$ cat config.mk
export PLATFORM = sky130hd
export DESIGN_NAME = multi_flash_module
export DESIGN_NICKNAME = d
export VERILOG_FILES = /design/src/rtl/multi_flash_module.sv
export SDC_FILE = /design/constraint.sdc
export NUM_CORES = 1
export LEC_CHECK = 0
export CORE_MARGIN = 10
export CORE_UTILIZATION = 40
export CTS_CLUSTER_SIZE = 25
export DETAILED_ROUTE_END_ITERATION = 7
export SLEW_MARGIN = 15
export SYNTH_ARGS = -nofsm -noshare
export SYNTH_HDL_FRONTEND = slang
export SYNTH_SLANG_ARGS = --single-unit
$ cat constraint.sdc
create_clock -name CLK -period 3.54 [get_ports CLK]
set_input_delay 1.062 -clock CLK [delete_from_list [all_inputs] [get_ports CLK]]
set_output_delay 1.062 -clock CLK [all_outputs]
set_load 0.01 [all_outputs]
$ cat src/rtl/multi_flash_module.sv
// Multi-channel LED flasher: a shared millisecond prescaler times CH LEDs, each set to OFF/ON/BLINK/ONESHOT.
// Optional macro FLASH_SYNC_EN adds Sync_In, which realigns the prescaler and all channel counters.
module multi_flash_module #(
  parameter int CH_W       = 2,
  parameter int TICK_DIV   = 50_000,
  parameter int PER_W      = 12,
  parameter int DEF_PERIOD = 1000
) (
  input  logic                 CLK,
  input  logic                 RST_n,
  input  logic                 Cfg_Wr,
  input  logic [CH_W-1:0]      Cfg_Ch,
  input  logic [1:0]           Cfg_Mode,
  input  logic [PER_W-1:0]     Cfg_Period,
`ifdef FLASH_SYNC_EN
  input  logic                 Sync_In,
`endif
  output logic [2**CH_W-1:0]   LED_Out,
  output logic                 Tick_Out
);

  localparam int CH   = 2**CH_W;
  localparam int PS_W = (TICK_DIV > 1) ? $clog2(TICK_DIV) : 1;
  localparam logic [PS_W-1:0]  PS_LAST = PS_W'(TICK_DIV - 1);
  localparam logic [PER_W-1:0] DEF_PER = PER_W'(DEF_PERIOD);

  typedef enum logic [1:0] {
    MODE_OFF     = 2'b00,
    MODE_ON      = 2'b01,
    MODE_BLINK   = 2'b10,
    MODE_ONESHOT = 2'b11
  } mode_e;

  logic              sync;
  logic [PS_W-1:0]   prescaler;
  logic [PS_W-1:0]   prescaler_nxt;
  mode_e             cfg_mode;
  mode_e             mode_q   [CH];
  logic [PER_W-1:0]  period_q [CH];
  logic [PER_W-1:0]  cnt_q    [CH];
  logic [CH-1:0]     led_q;
  logic [CH-1:0]     wr_hit;
  logic [CH-1:0]     terminal;

`ifdef FLASH_SYNC_EN
  assign sync = Sync_In;
`else
  assign sync = 1'b0;
`endif

  assign cfg_mode = mode_e'(Cfg_Mode);
  assign LED_Out  = led_q;

  // NOTE: every variable written in always_comb gets a value on every path, so no latch is inferred.
  always_comb begin
    prescaler_nxt = prescaler + 1'b1;
    if (sync || prescaler == PS_LAST) prescaler_nxt = '0;
  end

  // Tick_Out is registered from the next prescaler value so it is high exactly while prescaler == TICK_DIV-1.
  // NOTE: sequential state uses non-blocking assignments so all registers update from pre-edge values.
  always_ff @(posedge CLK or negedge RST_n) begin
    if (!RST_n) begin
      prescaler <= '0;
      Tick_Out  <= 1'b0;
    end else begin
      prescaler <= prescaler_nxt;
      Tick_Out  <= (prescaler_nxt == PS_LAST);
    end
  end

  // A period of 0 behaves as 1, so terminal is cnt == 0; this form avoids any subtraction wrap.
  always_comb begin
    wr_hit   = '0;
    terminal = '0;
    for (int c = 0; c < CH; c++) begin
      wr_hit[c]   = Cfg_Wr && (Cfg_Ch == CH_W'(c));
      terminal[c] = (period_q[c] == '0) ? (cnt_q[c] == '0)
                                         : (cnt_q[c] == period_q[c] - 1'b1);
    end
  end

  // NOTE: the per-channel arrays are small register files, so every entry is reset explicitly.
  always_ff @(posedge CLK or negedge RST_n) begin
    if (!RST_n) begin
      led_q <= '0;
      for (int c = 0; c < CH; c++) begin
        mode_q[c]   <= MODE_BLINK;
        period_q[c] <= DEF_PER;
        cnt_q[c]    <= '0;
      end
    end else begin
      for (int c = 0; c < CH; c++) begin
        if (wr_hit[c]) begin
          // A write beats a coincident tick or sync on its own channel.
          mode_q[c]   <= cfg_mode;
          period_q[c] <= Cfg_Period;
          cnt_q[c]    <= '0;
          led_q[c]    <= (cfg_mode == MODE_ON) || (cfg_mode == MODE_ONESHOT);
        end else if (sync) begin
          cnt_q[c] <= '0;
          if (mode_q[c] == MODE_BLINK) led_q[c] <= 1'b0;
        end else if (Tick_Out) begin
          unique case (mode_q[c])
            MODE_OFF: begin
              cnt_q[c] <= '0;
              led_q[c] <= 1'b0;
            end
            MODE_ON: begin
              cnt_q[c] <= '0;
              led_q[c] <= 1'b1;
            end
            MODE_BLINK: begin
              if (terminal[c]) begin
                cnt_q[c] <= '0;
                led_q[c] <= ~led_q[c];
              end else begin
                cnt_q[c] <= cnt_q[c] + 1'b1;
              end
            end
            MODE_ONESHOT: begin
              if (terminal[c]) begin
                cnt_q[c]  <= '0;
                led_q[c]  <= 1'b0;
                mode_q[c] <= MODE_OFF;
              end else begin
                cnt_q[c] <= cnt_q[c] + 1'b1;
              end
            end
            default: cnt_q[c] <= '0;
          endcase
        end
      end
    end
  end

endmodule

==> results of run 1 <==
==> report_power, final <==
group / switching [mW] / total (mW) / internal [mW]
Clock: 0.618 / 1.69 / 1.07
Combinational: 0.501 / 1.02 / 0.523
Sequential: 0.305 / 1.98 / 1.68
==> placed cells by master (no fill, tap or decap), types with 4 or more instances in the layout <==
cell type        count
a21oi_1             20
a31oi_1             17
and3_1              16
and4_1               4
buf_4               16
clkbuf_16           17
clkbuf_8             6
clkdlybuf4s50_1     22
clkinv_2             4
dfrtp_1             97
dfstp_2             28
ha_1                26
inv_1               45
mux2_2              51
mux2i_1              4
nand2_1             45
nand2b_1            11
nand3_1             34
nand3b_1            10
nand4_1             24
nor2_1              86
nor2b_1              9
nor3_1              25
nor4_1              19
nor4b_1              8
o21a_1               4
o21ai_0             32
o22ai_1             11
o31ai_1              5
or2_2                6
or3_1                7
or4_1                7
xnor2_1             42
xor2_1              51
==> final cells by class <==
type | instances | share of cell area [%]
clock buffer | 26 | 5.85
clock inverter | 6 | 0.663
inverter | 45 | 1.90
multi-input combinational | 620 | 48.2
sequential | 125 | 35.7
tap | 260 | 3.67
timing repair buffer | 39 | 4.06
==> flip-flops by register name, indices dropped and copies added, names as in the netlist <==
| signal | cells |
|---|---|
| LED_Out | 4 |
| cnt_q | 48 |
| prescaler | 16 |
| mode_q | 8 |
| Tick_Out | 1 |
| period_q | 48 |
==> critical path, cell delays in order (launching register included) <==
cell and delay (ns):
dfrtp_1 0.45, or3_4 0.42, or4_1 0.50, a2111o_1 0.38, a221oi_2 0.29, o2111ai_2 0.28
a21oi_4 0.34, mux2_4 0.33
==> routing by layer <==
| metal | wire (µm) | track usage (%) | vias up |
|---|---|---|---|
| met4 | 268 | 4.84 | 0 |
| li1 | - | - | 2977 |
| met3 | 857 | 3.61 | 22 |
| met2 | 7790 | 21.3 | 108 |
| met5 | 0 | 0 | - |
| met1 | 8710 | 19.1 | 2923 |
==> per-stage QoR <==
stage / setup slack [ns] / hold WS, ns
3_5_place_dp: 0.299 / 0.465
5_1_grt: 0.283 / 0.504
3_3_place_gp: 0.365 / 0.473
4_1_cts: 0.400 / 0.474
6_report: 0.426 / 0.470
2_1_floorplan: 0.608 / 0.446
==> final timing paths <==
check                                        start                     end  slack (ns)
hold reg to reg             prescaler[0]$_DFF_PN0_  prescaler[0]$_DFF_PN0_        0.47
min in group asynchronous                    RST_n   cnt_q[34]$_DFFE_PN0P_        0.64
max in group asynchronous                    RST_n   mode_q[1]$_DFFE_PN1P_        2.09
hold / removal              prescaler[0]$_DFF_PN0_  prescaler[0]$_DFF_PN0_        0.47
setup / recovery           period_q[2]$_DFFE_PN0P_  LED_Out[3]$_DFFE_PN0P_        0.43
setup reg to reg           period_q[2]$_DFFE_PN0P_  LED_Out[3]$_DFFE_PN0P_        0.43
==> logic make-up after synthesis <==
| kind of cell | after synthesis | share of synthesized area [%] |
|---|---|---|
| muxes | 56 | 8.15 |
| xor gates and xnor gates | 93 | 10.5 |
| and+or+nand+nor | 330 | 22.7 |
| AOI/OAI and AO/OA | 115 | 9.67 |
| adders and majority gates | 26 | 4.21 |
| DFF | 125 | 40.9 |
| buffers and inverters | 75 | 3.76 |
==> metrics.yaml, run 1 <==
status: "completed"
clk_latency_ns: 0.42
total_leakage_power_nw: 3.72
utilization_pct: 47.1
gp_congestion: 0.845
cts_tree: "built"
drt_iter0_drc: 365
drive_gt1_share_pct: 16.5
report.final.slew_viol_count: 0
grt_max_degree: 46
post-dp-hpwl_um: 12800
rows: 50
crit_type: "reg -> reg"
hold_violations: 0
min_path_type: "reg -> reg"
multi_input_area_mm2: 0.00428
yosysTopAreaCell: "dfrtp_1"
syn_avg_cell_area_um2: 9.42
ant_nets: 0
postCtsSetupBuffers: 0
synth.distinct_cells: 63
synth_cells: 820
syn_area_mm2: 0.00772
root_buffer: "clkbuf_16"
grt_overflow: 0
synthFlopType: "dfrtp_1"
required_ns: 3.84
synthTopCellsByCount: "97 x dfrtp_1, 86 x nor2_1, 51 x mux2_2, 51 x xor2_1"
grt_pass1_wl_um: 29700
die_x_um: 159
initial_core_util_pct: 41.0
cts_resized: 0
max_cap_violations: 0
final_nets: 893
final-setup-viol-count: 0
drt_wl_total_um: 17600
relSlewSlack_pct: 42.7
synth.net_count: 865
end_kind: "flop"
finalWorstPathRequiredPeriod_ns: 3.11
fillers: 1773
die_y_um: 159
dp.cells: 1089
yosysMostFrequentCell: "dfrtp_1"
portBuffers: 23
yosysWarnings: 0
rsz0062_at_grt: "no"
core-area_mm2: 0.0188
path_clk_slew_ns: 0.05
antenna_found_initial: 0
seq_area_frac_synth_pct: 40.9
h-tree-depth: 4
routed_via_density: 5.38
grt_usage_pct: 14.1
fin_tns_setup_ns: 0
synth_edf_count: 0
cts_hold_buf: 0
critical_path.startpoint_type: "flop"
regArea_mm2: 0.00316
area_growth_pct: 14.9
arrival_ns: 3.41
finalNonFillerCells: 1121
synth_top_area_share_pct: 31.4
post-route-drc-count: 0
die_area_mm2: 0.0253
dr.pass1.iters: 5
clock_sinks: 125
maxClockFrequency_ghz: 0.321
synth_seq_cells: 125
wl_per_cell_um: 15.7
n_antenna_cell: 0
synthTopCellsByArea: "dfrtp_1 31%, dfstp_2 9.5%, mux2_2 7.4%"
reg2regPathDepth: 7
whs_path_depth: 1
finalInstanceArea_mm2: 0.00887
vias: 6030
cts_buffer_depth: 2
fin_worst_skew_ns: 0.0106
ir_drop_v: 0.000356
cp_max_fo: 8
grt_pass1_vias: 5926
placed_area_mm2: 0.00829
total_power_mw: 4.70
finalCritPeriodShare_pct: 88.0
synthArstFlopShare_pct: 100
power_density_mw_per_mm2: 530
numCtsBuffers: 17
tightest_slew_ns: 0.855
num_io_pins: 24
Note: power is estimated with default switching activity, not from simulation.
==> run 2: changes to the inputs <==
- ABC_AREA: default -> 1
- CTS_CLUSTER_SIZE: 25 -> 12
- clock period: 3.54 -> 4 ns (I/O delays scaled with it)
==> run 2 against run 1 <==
- final cell count up 31%
- utilization down 0.11 points
- critical path depth up 2
- non-clock buffer count down 10
- clock power down 8%
- die area up 3.7%
- count of clock-buffer cells in the layout down 3
- synthesized cell count up 40%
- worst hold slack better by 0.014 ns
- first-iteration DRC count up 19%
- critical path type is now in -> reg
- critical endpoint is now cnt_q[34]$_DFFE_PN0P_
- highest routed layer unchanged
==> metrics.yaml, run 2 <==
reg2regPathDepth: 11  # +4
relSlewSlack_pct: 61.7  # +19 points
ant_nets: 0  # unchanged
synthTopCellsByArea: "dfrtp_1 30%, nand2_1 15%, dfstp_2 9.1%"
postCtsSetupBuffers: 0  # unchanged
initial_core_util_pct: 41.0  # -0.063 points
portBuffers: 23  # unchanged
routed_via_density: 4.77  # -11%
total_leakage_power_nw: 4.50  # +21%
required_ns: 4.31  # +0.47 ns
grt_usage_pct: 14.9  # +0.85 points
cts_tree: "built"
crit_slowest_cell: "clkdlybuf4s50_1"
gp_congestion: 0.850  # +0.54%
hold_violations: 0  # unchanged
holdWs_ns: 0.484  # +0.0140 ns
final_cell_mix: "319 x nand2_1, 170 x nor2_1, 161 x inv_1, 97 x dfrtp_1, 90 x nand3_1"
synth_seq_cells: 125  # unchanged
synth_edf_count: 0  # unchanged
crit_buf_inv: 2  # +2
synth.distinct_cells: 36  # -43%
maxClockFrequency_ghz: 0.357
status: "completed"
grt_pass1_vias: 6655  # +12%
tightest_slew_ns: 0.569  # -0.286 ns
synth.net_count: 1194  # +38%
post-dp-hpwl_um: 14400  # +13%
synth_cells: 1149  # +40%
rows: 51  # +2.0%
cp_max_fo: 4  # -4
rsz0062_at_grt: "no"
finalCritPeriodShare_pct: 70.0
clk_latency_ns: 0.43  # about the same
synthTopCellsByCount: "319 x nand2_1, 170 x nor2_1, 161 x inv_1"
timing.rr.end: "cnt_q[39]$_DFFE_PN0P_"
grt_pass1_wl_um: 32200  # +8.5%
r2r-start: "period_q[36]$_DFFE_PN0P_"
post-route-drc-count: 0  # unchanged
report.final.slew_viol_count: 0  # unchanged
timing.final.ws_setup_ns: 1.20  # +0.775 ns
yosysTopAreaCell: "dfrtp_1"
antenna_found_initial: 0  # unchanged
total_power_mw: 4.21  # -10%
synth_top_area_share_pct: 30.2  # -1.3 points
area_growth_pct: 14.7  # about the same
end_kind: "flop"
switchingPower_mw: 1.35  # -5.0%
cp.depth: 9  # +2
utilization_pct: 47.0  # -0.11 points
cp-startpoint: "Cfg_Ch[0]"
synthFlopType: "dfrtp_1"
endpoint: "cnt_q[34]$_DFFE_PN0P_"
p_seq_share_pct: 39.2  # -3.0 points
min_path_type: "reg -> reg"
drt_iter0_drc: 436  # +19%
power_density_mw_per_mm2: 456  # -14%
max_cap_violations: 0  # unchanged
syn_area_mm2: 0.00805  # +4.2%
finalWorstPathRequiredPeriod_ns: 2.80
fin_worst_skew_ns: 0.0123  # +0.00168 ns
grt_overflow: 0  # unchanged
cts_buffer_depth: 2  # unchanged
swShare_pct: 32.1  # +1.8 points
worstPathCellList: "clkdlybuf4s50_1 -> inv_1 -> nor3_4 -> nor2_1 -> nor2_1 -> nand4_1 -> nor3_1 -> xor2_1 -> nor2_1"
crit_type: "in -> reg"
p_clk_share_pct: 37.0  # +1.0 points
dp_slack_ns: 0.772  # +0.473 ns
yosysMostFrequentCell: "nand2_1"
ir_drop_v: 0.000239  # -33%
final_nets: 1232  # +38%
n_antenna_cell: 0  # unchanged
fin_tns_setup_ns: 0  # unchanged
rrSetupSlack_ns: 1.78  # +1.35 ns
cts_resized: 0  # unchanged
yosysWarnings: 0  # unchanged
critical-path-top-delay-family: "simple AND/OR/NAND/NOR gates"
dr.pass1.iters: 4  # -1
synthArstFlopShare_pct: 100  # unchanged
num_io_pins: 24  # unchanged
path_clk_slew_ns: 0.05  # about the same
root_buffer: "clkbuf_16"
core-area_mm2: 0.0197  # +4.4%
die_area_mm2: 0.0262  # +3.7%
cts_hold_buf: 0  # unchanged
combPwrFrac_pct: 23.8  # +2.0 points
cpMostUsedCell: "nor2_1"
syn_avg_cell_area_um2: 7.01  # -26%
h-tree-depth: 4  # unchanged
critical_path.startpoint_type: "primary input"
drt_wl_total_um: 18800  # +6.4%
largest_registers: "cnt_q: 48 flops, period_q: 48 flops, prescaler: 16 flops"
die_x_um: 162  # +1.8%
clock_sinks: 125  # unchanged
numCtsBuffers: 17  # unchanged
final-setup-viol-count: 0  # unchanged
vias: 6994  # +16%
die_y_um: 162  # +1.8%
critPathMaxStageDelay_ns: 0.57  # +0.07 ns
mostFrequentLayoutCell: "nand2_1"
intPower_mw: 2.86  # -13%
wl_per_cell_um: 12.8  # -19%
arrival_ns: 3.11  # -0.30 ns
seq_area_frac_synth_pct: 39.3  # -1.7 points
grt_max_degree: 52  # +13%
drive_gt1_share_pct: 8.83  # -7.7 points
run 2: cell types whose count changed after synthesis, moves of 44 or more:
| cell | before | now |
|---|---|---|
| mux2_2 | 51 | 0 |
| inv_1 | 45 | 161 |
| o21ai_0 | 32 | 76 |
| nand2_1 | 45 | 319 |
| nand3_1 | 34 | 90 |
| nor2_1 | 86 | 170 |
run 2: worst min path at each step:
stage | startpoint | endpoint | cells after the start
4_1_cts | mode_q[5]$_DFFE_PN1P_ | mode_q[5]$_DFFE_PN1P_ | 2
3_3_place_gp | period_q[1]$_DFFE_PN0P_ | period_q[1]$_DFFE_PN0P_ | 2
6_report | mode_q[7]$_DFFE_PN1P_ | mode_q[7]$_DFFE_PN1P_ | 2
2_1_floorplan | prescaler[0]$_DFF_PN0_ | prescaler[0]$_DFF_PN0_ | 1
3_5_place_dp | mode_q[7]$_DFFE_PN1P_ | mode_q[7]$_DFFE_PN1P_ | 2
5_1_grt | mode_q[1]$_DFFE_PN1P_ | mode_q[1]$_DFFE_PN1P_ | 2
run 2: logic make-up after synthesis:
kind of cell	Yosys count	share of synthesized area, %
and+or+nand+nor	653	34.8
buffers and inverters	188	8.78
DFF	125	39.3
AOI/OAI and AO/OA	100	6.53
xor gates and xnor gates	57	6.54
adders and majority gates	26	4.04
run 2: cell type report:
class,count,area (µm²)
Tap cell,265,332
Sequential cell,125,3160
Multi-Input combinational cell,836,4190
Timing Repair Buffer,29,289
Inverter,178,668
Clock buffer,23,488
Fill cell,1967,10400
Clock inverter,9,111
run 2: tightest hold or removal path, stage by stage (launching register included):
cell and delay (ns):
dfstp_2 0.38, nand2_1 0.06, nand2_1 0.04
run 2: power groups by stage:
stage | sequential (mW) | clock (mW) | combinational, mW
finish | 1.65 | 1.56 | 1.00
global route | 1.68 | 1.65 | 1.18
CTS | 1.65 | 1.59 | 1.01
detailed placement | 1.67 | 0 | 1.01
global placement | 1.67 | 0 | 0.997
floorplan | 1.62 | 0 | 0.758
run 2: through the flow:
| step | instance area [µm²] | cells |
|---|---|---|
| after floorplan | 8050 | 1149 |
| after global placement | 8640 | 1433 |
| after global routing | 9240 | 1465 |
| final | 9240 | 1465 |
| after detailed placement | 8640 | 1433 |
| after CTS | 9240 | 1465 |
run 2: layer usage:
layer / track usage (%) / wire [µm] / part of all wire, %
met2: 23.5 / 8580 / 46
met4: 4.76 / 206 / 1.1
met3: 2.88 / 689 / 3.7
met5: 0 / 0 / 0
met1: 20.2 / 9280 / 49
==> run 3: changes to the inputs <==
- clock period: 4 -> 2.6 ns (I/O delays scaled with it)
==> run 3 against run 2 <==
- final cell count increased by 2.0%
- non-clock buffer count increased by 30
- final area increased by 1.9%
- worst hold slack got worse by 0.22 ns
- first-iteration DRC count decreased by 0.69%
- clock power increased by 41%
- combinational power increased by 59%
- clock skew about the same
- sequential power increased by 54%
- wire length increased by 1.7%
- setup slack got worse by 0.95 ns
- global-route usage increased by 0.58 points
- largest power group unchanged
==> metrics.yaml, run 3 (same netlist as run 2, synthesis figures left out) <==
initial_core_util_pct: 41.0  # unchanged
crit_buf_inv: 1  # -1
dr.pass1.iters: 5  # +1
cts_hold_buf: 0  # unchanged
holdWs_ns: 0.262  # -0.222 ns
status: "completed"
routed_via_density: 4.75  # -0.45%
power_density_mw_per_mm2: 673  # +48%
postCtsSetupBuffers: 0  # unchanged
finalWorstPathRequiredPeriod_ns: 2.35
post-route-drc-count: 0  # unchanged
final-setup-viol-count: 0  # unchanged
grt_pass1_wl_um: 33700  # +4.6%
cts_buffer_depth: 2  # unchanged
finalCritPeriodShare_pct: 90.3
rsz0062_at_grt: "no"
grt_usage_pct: 15.5  # +0.58 points
fin_worst_skew_ns: 0.0119  # -0.000319 ns
num_io_pins: 24  # unchanged
maxClockFrequency_ghz: 0.426
core-area_mm2: 0.0197  # unchanged
portBuffers: 23  # unchanged
mostFrequentLayoutCell: "nand2_1"
grt_pass1_vias: 7016  # +5.4%
clock_sinks: 125  # unchanged
timing.final.ws_setup_ns: 0.252  # -0.949 ns
grt_overflow: 0  # unchanged
cp_max_fo: 5  # +1
wl_per_cell_um: 12.8  # -0.36%
final_nets: 1262  # +2.4%
hold_violations: 0  # unchanged
drt_wl_total_um: 19100  # +1.7%
vias: 7105  # +1.6%
dp_slack_ns: -0.0676  # -0.840 ns
final_cell_mix: "319 x nand2_1, 170 x nor2_1, 161 x inv_1, 97 x dfrtp_1, 90 x nand3_1"
end_kind: "primary output"
die_x_um: 162  # unchanged
worstPathCellList: "clkdlybuf4s50_1"
area_growth_pct: 17.0
cts_resized: 0  # unchanged
post-dp-hpwl_um: 14700  # +2.3%
utilization_pct: 47.9  # +0.90 points
report.final.slew_viol_count: 0  # unchanged
clk_latency_ns: 0.43  # about the same
drt_iter0_drc: 433  # -0.69%
cts_tree: "built"
critical_path.startpoint_type: "flop"
tightest_slew_ns: 0.637  # +0.0687 ns
gp_congestion: 0.883  # +3.9%
grt_max_degree: 50  # -3.8%
total_leakage_power_nw: 4.64  # +3.0%
root_buffer: "clkbuf_16"
critPathMaxStageDelay_ns: 0.61  # +0.04 ns
critical-path-top-delay-family: "buffers and inverters"
drive_gt1_share_pct: 10.8  # +2.0 points
fin_tns_setup_ns: 0  # unchanged
min_path_type: "in -> async"
n_antenna_cell: 0  # unchanged
arrival_ns: 1.57  # -1.54 ns
h-tree-depth: 4  # unchanged
crit_type: "reg -> out"
relSlewSlack_pct: 57.1  # -4.6 points
reg2regPathDepth: 11  # unchanged
required_ns: 1.82  # -2.49 ns
rows: 51  # unchanged
antenna_found_initial: 0  # unchanged
max_cap_violations: 0  # unchanged
die_area_mm2: 0.0262  # unchanged
die_y_um: 162  # unchanged
crit_slowest_cell: "clkdlybuf4s50_1"
ant_nets: 0  # unchanged
cp.depth: 1  # -8
ir_drop_v: 0.000281  # +18%
largest_registers: "cnt_q: 48 flops, period_q: 48 flops, prescaler: 16 flops"
numCtsBuffers: 17  # unchanged
path_clk_slew_ns: 0.06  # about the same
placed_area_mm2: 0.00888  # +2.8%
finalInstanceArea_mm2: 0.00942  # +1.9%
-- run 3: cell count changes in the layout (fill, tap and decap cells not counted), sizes merged --
| cell | change |
|---|---|
| buf | +30 |
| bufinv | -1 |
| clkbuf | +1 |
| clkinv | +4 |
| clkinvlp | -4 |
-- run 3: through the flow --
step	instances	power [mW]
2_1_floorplan	1149	3.66
3_3_place_gp	1463	4.14
3_5_place_dp	1463	4.16
4_1_cts	1495	6.40
5_1_grt	1495	6.82
6_report	1495	6.33
-- run 3: final timing paths --
check	startpoint	endpoint	slack [ns]
min in group CLK	mode_q[5]$_DFFE_PN1P_	mode_q[5]$_DFFE_PN1P_	0.49
max reg2reg	period_q[36]$_DFFE_PN0P_	cnt_q[38]$_DFFE_PN0P_	0.40
max in group asynchronous	RST_n	mode_q[3]$_DFFE_PN1P_	1.67
min	RST_n	cnt_q[10]$_DFFE_PN0P_	0.26
min reg2reg	mode_q[5]$_DFFE_PN1P_	mode_q[5]$_DFFE_PN1P_	0.49
max	Tick_Out$_DFF_PN0_	Tick_Out	0.25
-- run 3: final cells by class --
cell class | count | area [µm²]
clock inverters | 8 | 67.6
clock buffers | 24 | 472
flip-flops and latches | 125 | 3160
inverters | 178 | 668
fillers | 2018 | 10200
multi-input cells | 836 | 4190
well taps | 265 | 332
repair buffers | 59 | 527
-- run 3: where the power goes --
group / internal, mW / switching, mW / leakage (nW)
Combinational: 0.665 / 0.929 / 2.81
Clock: 1.35 / 0.847 / 0.268
Sequential: 2.26 / 0.284 / 1.57
Total: 4.27 / 2.06 / 4.64
-- run 3: layer usage --
metal	track usage [%]	vias up	part of all wire [%]
li1	-	3740	-
met1	21.1	3260	50
met2	24.1	89	45
met3	3.54	16	3.8
met4	4.43	0	1.1
met5	0	-	0
